===== config.mk =====
export PLATFORM = sky130hd
export DESIGN_NAME = riscv_execute_mc
export DESIGN_NICKNAME = d
export VERILOG_FILES = /design/src/rtl/riscv_execute_mc.sv
export SDC_FILE = /design/constraint.sdc
export NUM_CORES = 2
export LEC_CHECK = 0
export ABC_AREA = 1
export CAP_MARGIN = 40
export CORE_MARGIN = 2
export CORE_UTILIZATION = 43
export CTS_CLUSTER_SIZE = 8
export DETAILED_ROUTE_END_ITERATION = 8
export SLEW_MARGIN = 15
export SYNTH_ARGS = -nofsm -noshare
export SYNTH_HDL_FRONTEND = slang
export SYNTH_SLANG_ARGS = --single-unit

===== constraint.sdc =====
create_clock -name clk -period 4.9 [get_ports clk]
set_input_delay 1.225 -clock clk [delete_from_list [all_inputs] [get_ports clk]]
set_output_delay 1.225 -clock clk [all_outputs]
set_load 0.05 [all_outputs]

===== src/rtl/riscv_execute_mc.sv =====
// Multi-cycle RV32/64 execute unit: integer ALU plus M-extension with valid/ready on both sides.
// Define RISCV_EXEC_FASTMUL_EN to replace the iterative multiplier with a single-cycle one.
module riscv_execute_mc #(
  parameter int XLEN = 32
) (
  input  logic            clk,
  input  logic            reset_n,
  input  logic            valid_i,
  output logic            ready_o,
  input  logic [XLEN-1:0] opr_a_i,
  input  logic [XLEN-1:0] opr_b_i,
  input  logic [4:0]      op_sel_i,
  input  logic            kill_i,
  output logic            valid_o,
  input  logic            ready_i,
  output logic [XLEN-1:0] ex_res_o
);
  localparam int SW = $clog2(XLEN);
  localparam int CW = $clog2(XLEN);
  localparam logic [CW-1:0] CNT_LAST = CW'(XLEN - 1);
  localparam logic [XLEN-1:0] MIN_NEG = {1'b1, {(XLEN-1){1'b0}}};

  typedef enum logic [1:0] {IDLE, MUL_BUSY, DIV_BUSY, DONE} state_t;

  state_t            state_reg, state_next;
  logic [2:0]        op_reg, op_next;
  logic [CW-1:0]     cnt_reg, cnt_next;
  logic [XLEN-1:0]   res_reg, res_next;
  logic [2*XLEN-1:0] acc_reg, acc_next;
  logic [2*XLEN-1:0] mcand_reg, mcand_next;
  logic [XLEN-1:0]   mplier_reg, mplier_next;
  logic              msb_neg_reg, msb_neg_next;
  logic [XLEN-1:0]   rem_reg, rem_next;
  logic [XLEN-1:0]   quo_reg, quo_next;
  logic [XLEN-1:0]   dvsr_reg, dvsr_next;
  logic              neg_q_reg, neg_q_next;
  logic              neg_r_reg, neg_r_next;

  function automatic logic [XLEN-1:0] alu_f(input logic [XLEN-1:0] a, input logic [XLEN-1:0] b,
                                            input logic [3:0] op);
    logic [SW-1:0] sh;
    sh = b[SW-1:0];
    case (op)
      4'd0:    alu_f = a + b;
      4'd1:    alu_f = a - b;
      4'd2:    alu_f = a << sh;
      4'd3:    alu_f = a >> sh;
      4'd4:    alu_f = $signed(a) >>> sh;
      4'd5:    alu_f = a | b;
      4'd6:    alu_f = a & b;
      4'd7:    alu_f = a ^ b;
      4'd8:    alu_f = {{(XLEN-1){1'b0}}, a == b};
      4'd9:    alu_f = {{(XLEN-1){1'b0}}, a < b};
      4'd10:   alu_f = {{(XLEN-1){1'b0}}, a >= b};
      4'd11:   alu_f = {{(XLEN-1){1'b0}}, $signed(a) < $signed(b)};
      4'd12:   alu_f = {{(XLEN-1){1'b0}}, $signed(a) >= $signed(b)};
      default: alu_f = '0;
    endcase
  endfunction

  logic            accept, is_m, is_div, a_signed, b_signed, div_signed, div_zero, div_ovf;
  logic [2:0]      mop;
  logic [2*XLEN-1:0] a_ext, pp, mul_sum;
  logic [XLEN-1:0] a_mag, b_mag, diff, rem_step, quo_step, q_fix, r_fix;
  logic [XLEN:0]   r_shift;
  logic            ge;

  assign ready_o    = (state_reg == IDLE) | ((state_reg == DONE) & ready_i);
  assign accept     = valid_i & ready_o & ~kill_i;
  assign valid_o    = (state_reg == DONE);
  assign ex_res_o   = res_reg;

  assign is_m       = op_sel_i[4];
  assign mop        = op_sel_i[2:0];
  assign is_div     = mop[2];
  assign a_signed   = (mop == 3'd1) | (mop == 3'd2);
  assign b_signed   = (mop == 3'd1);
  assign div_signed = ~mop[0];
  assign div_zero   = (opr_b_i == '0);
  assign div_ovf    = div_signed & (opr_a_i == MIN_NEG) & (opr_b_i == '1);
  assign a_ext      = a_signed ? {{XLEN{opr_a_i[XLEN-1]}}, opr_a_i} : {{XLEN{1'b0}}, opr_a_i};
  assign a_mag      = (div_signed & opr_a_i[XLEN-1]) ? -opr_a_i : opr_a_i;
  assign b_mag      = (div_signed & opr_b_i[XLEN-1]) ? -opr_b_i : opr_b_i;

`ifdef RISCV_EXEC_FASTMUL_EN
  logic [2*XLEN-1:0] b_ext, fast_prod;
  assign b_ext     = b_signed ? {{XLEN{opr_b_i[XLEN-1]}}, opr_b_i} : {{XLEN{1'b0}}, opr_b_i};
  assign fast_prod = a_ext * b_ext;
`endif

  // A signed multiplier's MSB carries negative weight, so its partial product is subtracted.
  assign pp      = mplier_reg[0] ? mcand_reg : '0;
  assign mul_sum = ((cnt_reg == CNT_LAST) & msb_neg_reg) ? acc_reg - pp : acc_reg + pp;

  assign r_shift  = {rem_reg, quo_reg[XLEN-1]};
  assign ge       = (r_shift >= {1'b0, dvsr_reg});
  assign diff     = r_shift[XLEN-1:0] - dvsr_reg;
  assign rem_step = ge ? diff : r_shift[XLEN-1:0];
  assign quo_step = {quo_reg[XLEN-2:0], ge};
  assign q_fix    = neg_q_reg ? -quo_step : quo_step;
  assign r_fix    = neg_r_reg ? -rem_step : rem_step;

  always_comb begin
    state_next   = state_reg;
    op_next      = op_reg;
    cnt_next     = cnt_reg;
    res_next     = res_reg;
    acc_next     = acc_reg;
    mcand_next   = mcand_reg;
    mplier_next  = mplier_reg;
    msb_neg_next = msb_neg_reg;
    rem_next     = rem_reg;
    quo_next     = quo_reg;
    dvsr_next    = dvsr_reg;
    neg_q_next   = neg_q_reg;
    neg_r_next   = neg_r_reg;
    case (state_reg)
      IDLE, DONE: begin
        if (state_reg == DONE && ready_i) state_next = IDLE;
        if (accept) begin
          op_next  = mop;
          cnt_next = '0;
          if (!is_m) begin
            res_next   = alu_f(opr_a_i, opr_b_i, op_sel_i[3:0]);
            state_next = DONE;
          end else if (!is_div) begin
`ifdef RISCV_EXEC_FASTMUL_EN
            res_next   = (mop == 3'd0) ? fast_prod[XLEN-1:0] : fast_prod[2*XLEN-1:XLEN];
            state_next = DONE;
`else
            acc_next     = '0;
            mcand_next   = a_ext;
            mplier_next  = opr_b_i;
            msb_neg_next = b_signed;
            state_next   = MUL_BUSY;
`endif
          end else if (div_zero) begin
            res_next   = mop[1] ? opr_a_i : '1;
            state_next = DONE;
          end else if (div_ovf) begin
            res_next   = mop[1] ? '0 : opr_a_i;
            state_next = DONE;
          end else begin
            rem_next   = '0;
            quo_next   = a_mag;
            dvsr_next  = b_mag;
            neg_q_next = div_signed & (opr_a_i[XLEN-1] ^ opr_b_i[XLEN-1]);
            neg_r_next = div_signed & opr_a_i[XLEN-1];
            state_next = DIV_BUSY;
          end
        end
      end
      MUL_BUSY: begin
        acc_next    = mul_sum;
        mcand_next  = mcand_reg << 1;
        mplier_next = mplier_reg >> 1;
        cnt_next    = cnt_reg + CW'(1);
        if (cnt_reg == CNT_LAST) begin
          res_next   = (op_reg == 3'd0) ? mul_sum[XLEN-1:0] : mul_sum[2*XLEN-1:XLEN];
          cnt_next   = '0;
          state_next = DONE;
        end
      end
      DIV_BUSY: begin
        rem_next = rem_step;
        quo_next = quo_step;
        cnt_next = cnt_reg + CW'(1);
        if (cnt_reg == CNT_LAST) begin
          res_next   = op_reg[1] ? r_fix : q_fix;
          cnt_next   = '0;
          state_next = DONE;
        end
      end
      default: state_next = IDLE;
    endcase
    if (kill_i) begin
      state_next = IDLE;
      cnt_next   = '0;
    end
  end

  always_ff @(posedge clk) begin
    if (!reset_n) begin
      state_reg   <= IDLE;
      op_reg      <= '0;
      cnt_reg     <= '0;
      res_reg     <= '0;
      acc_reg     <= '0;
      mcand_reg   <= '0;
      mplier_reg  <= '0;
      msb_neg_reg <= 1'b0;
      rem_reg     <= '0;
      quo_reg     <= '0;
      dvsr_reg    <= '0;
      neg_q_reg   <= 1'b0;
      neg_r_reg   <= 1'b0;
    end else begin
      state_reg   <= state_next;
      op_reg      <= op_next;
      cnt_reg     <= cnt_next;
      res_reg     <= res_next;
      acc_reg     <= acc_next;
      mcand_reg   <= mcand_next;
      mplier_reg  <= mplier_next;
      msb_neg_reg <= msb_neg_next;
      rem_reg     <= rem_next;
      quo_reg     <= quo_next;
      dvsr_reg    <= dvsr_next;
      neg_q_reg   <= neg_q_next;
      neg_r_reg   <= neg_r_next;
    end
  end
endmodule


==> reports/qor.yml <==
max_clock_freq_mhz: 204
dr.first_iter.drc_count: 5628
ctsRootBufferMaster: "clkbuf_16"
finish.utilization_pct: 54.4
synth_area_um2: 34900
switching_share_pct: 47.6
regArea_um2: 6030
combPwrFrac_pct: 55.5
grt_pass1_wl_um: 261000
yosysUniqueCellTypes: 64
fin_ws_ps: -8.98
drt_first_pass_iters: 6
setup_viol: 1
grt_busiest_layer: "met2"
violations: "negative setup slack"
irDropWorstVdd_uv: 255
leakage_nw: 20.7
start_util_pct: 43.3
synth.avg_cell_area_um2: 5.74
p_int_mw: 6.79
fin_cells: 7621
layout_common_cells: "1501 x nand2_1, 708 x inv_1, 631 x o21ai_0, 588 x a21oi_1, 582 x buf_4"
ys.warnings.count: 0
async_flop_share_pct: 0
hold_class: "register to register"
fin_skew_ps: 50.0
grt_setup_unrepaired: "true"
cts.clk_slew.worst_paths_ps: 60
met1_usage_pct: 59.2
crit_type: "register to register"
status: "finished with violations"
layout_commonest_cell: "nand2_1"
htree_levels: 2
path_max_fanout: 6
synth_top_cells_by_area: "dfxtp_1 17%, nand2_1 17%, o21ai_0 9.6%, a21oi_1 9.0%, inv_1 8.0%"
crit_arrival_ps: 5420
min_period_over_period_pct: 100
hold_viol_final: 0
core_area_um2: 80400
synth_ff_type: "dfxtp_1"
die_width_um: 289
multi_input_area_um2: 26200
wl_per_cell_um: 23.9
ys_seq_elements: 301
vias_per_cell: 5.84
worstPathRequired_ps: 5410
drv_slew: 0
pre_cts_ws_ps: -204
timing.slew.headroom_pct: 41.2
gp_congestion: 1.07
startpoint_type: "register"
yosysSeqAreaShare_pct: 17.3
cp_slowest_cell: "dfxtp_4"
antenna_found_initial: 2
drive_above_1_share_pct: 17.0
grt_use_total_pct: 41.9
p_per_area_nw_per_um2: 296
holdWs_ps: 460
cts_tree: "built"
min_period_ps: 4910
vias: 44500
drc: 0
yosys.area.top_type: "dfxtp_1"
use_met3_pct: 9.15
portBuffers: 107
hpwl_um: 146000
die-height_um: 289
cts_buffers: 46
synth_nets: 6353
drv_cap: 0
cts_sinks: 301
grtUsageMet2_pct: 59.7
synth_top_cell_area_share_pct: 17.3
synth_enable_flop_cells: 0
nets: 6827
endpoint_kind: "register"
n_fill_cell: 8471
postRouteWirelength_um: 182000
placed_cells: 7526
grt_pass1_vias: 39600
p_switching_mw: 6.18
worst_slew_pin_slew_ps: 876
rr_worst_depth: 34
worst_hold_path.num_cells: 2
pwr-share-seq_pct: 20.6
row_count: 104
synthCells: 6072
cts_buffer_depth: 3
slowest_delay_ps: 380
die_area_um2: 83400
postRouteAntennaNets: 0
grt_max_degree: 82
io_pins: 108
grt_overflow_total: 0
clk_latency_ps: 640
area_growth_pct: 25.6
clockPowerShare_pct: 23.9
cts_hold_buf: 0
[worst max-delay path, delay by kind of cell (launching register included)]
family	cells	cell delay (ps)
AOI/OAI and AO/OA	7	1140
DFF	1	380
buffers and inverters	4	420
xor gates and xnor gates	2	410
and+or+nand+nor	19	2150
adders and majority gates	2	320
[cell type report]
cell class / count / area share, %
flip-flops and latches: 301 / 13.8
well taps: 1060 / 3.03
diodes: 1 / 0.00572
clock inverters: 7 / 0.257
inverters: 771 / 6.65
clock buffers: 55 / 2.73
repair buffers: 721 / 13.7
multi-input cells: 4705 / 59.9
[cell usage after synthesis, drive strengths merged, types with 3 or more instances]
library cell / count
o221ai: 20
or2: 48
o211ai: 54
a21o: 10
a31oi: 45
and3: 5
buf: 71
nor2: 529
o31ai: 11
a21boi: 15
fa: 4
a211oi: 30
nor4: 20
a221oi: 34
o21ai: 696
and2: 8
nand3: 302
o2111ai: 9
nand2: 1587
dfxtp: 301
o22ai: 30
clkbuf: 224
nand3b: 13
inv: 757
clkinv: 14
xnor2: 30
nor3: 73
a41oi: 3
xor2: 138
a21oi: 628
mux2i: 8
a2111oi: 3
ha: 203
o21bai: 20
o311ai: 4
o21a: 24
nand4: 90
[path summary, 6_finish.rpt]
path                                    start           end  slack (ps)
worst min-delay path              dvsr_reg[2]   dvsr_reg[2]         460
worst min register to register    dvsr_reg[2]   dvsr_reg[2]         460
worst max-delay path            mplier_reg[0]  ex_res_o[24]          -9
worst max register to register  mplier_reg[0]  ex_res_o[24]          -9
[power groups by stage]
stage	clock network, mW	logic [mW]	registers (mW)
after floorplan	0	3.64	2.79
after global placement	0	6.36	2.71
after detailed placement	0	6.34	2.71
after CTS	3.13	6.41	2.66
after global routing	3.20	7.64	2.68
final	3.10	7.19	2.67
[layer usage]
layer | up-vias | routed length [um]
li1 | 21000 | -
met1 | 20700 | 78300
met2 | 2348 | 72800
met3 | 416 | 20000
met4 | 2 | 10800
met5 | - | 16
[logic make-up (layout without fill, tap and decap cells)]
| family | count (synthesis) | count (layout) | share of synthesized area (%) |
|---|---|---|---|
| AO/OA/AOI/OAI | 1647 | 1647 | 26.1 |
| XOR/XNOR | 168 | 168 | 4.22 |
| adder cells (fa/ha/maj) | 207 | 207 | 7.52 |
| buffers and inverters | 1066 | 1554 | 11.9 |
| flip-flops | 301 | 301 | 17.3 |
| multiplexers | 8 | 8 | 0.230 |
| other | 0 | 1 | 0 |
| AND/OR/NAND/NOR | 2675 | 2675 | 32.8 |
[timing repair]
action	in CTS	in global routing
pin swaps	1	68
endpoints found under the setup margin	15	59
gates resized for setup	25	366
buffers inserted	0	33
[metrics by stage]
step	cell area (um2)	power [mW]	setup TNS, ps
CTS	42100	12.2	-62.6
floorplan	34900	6.43	0
global route	43800	13.5	-3970
global placement	40600	9.07	-566
detailed placement	40700	9.06	-877
finish	43800	13.0	-8.98
No activity file was read; power rests on OpenSTA's default activity.
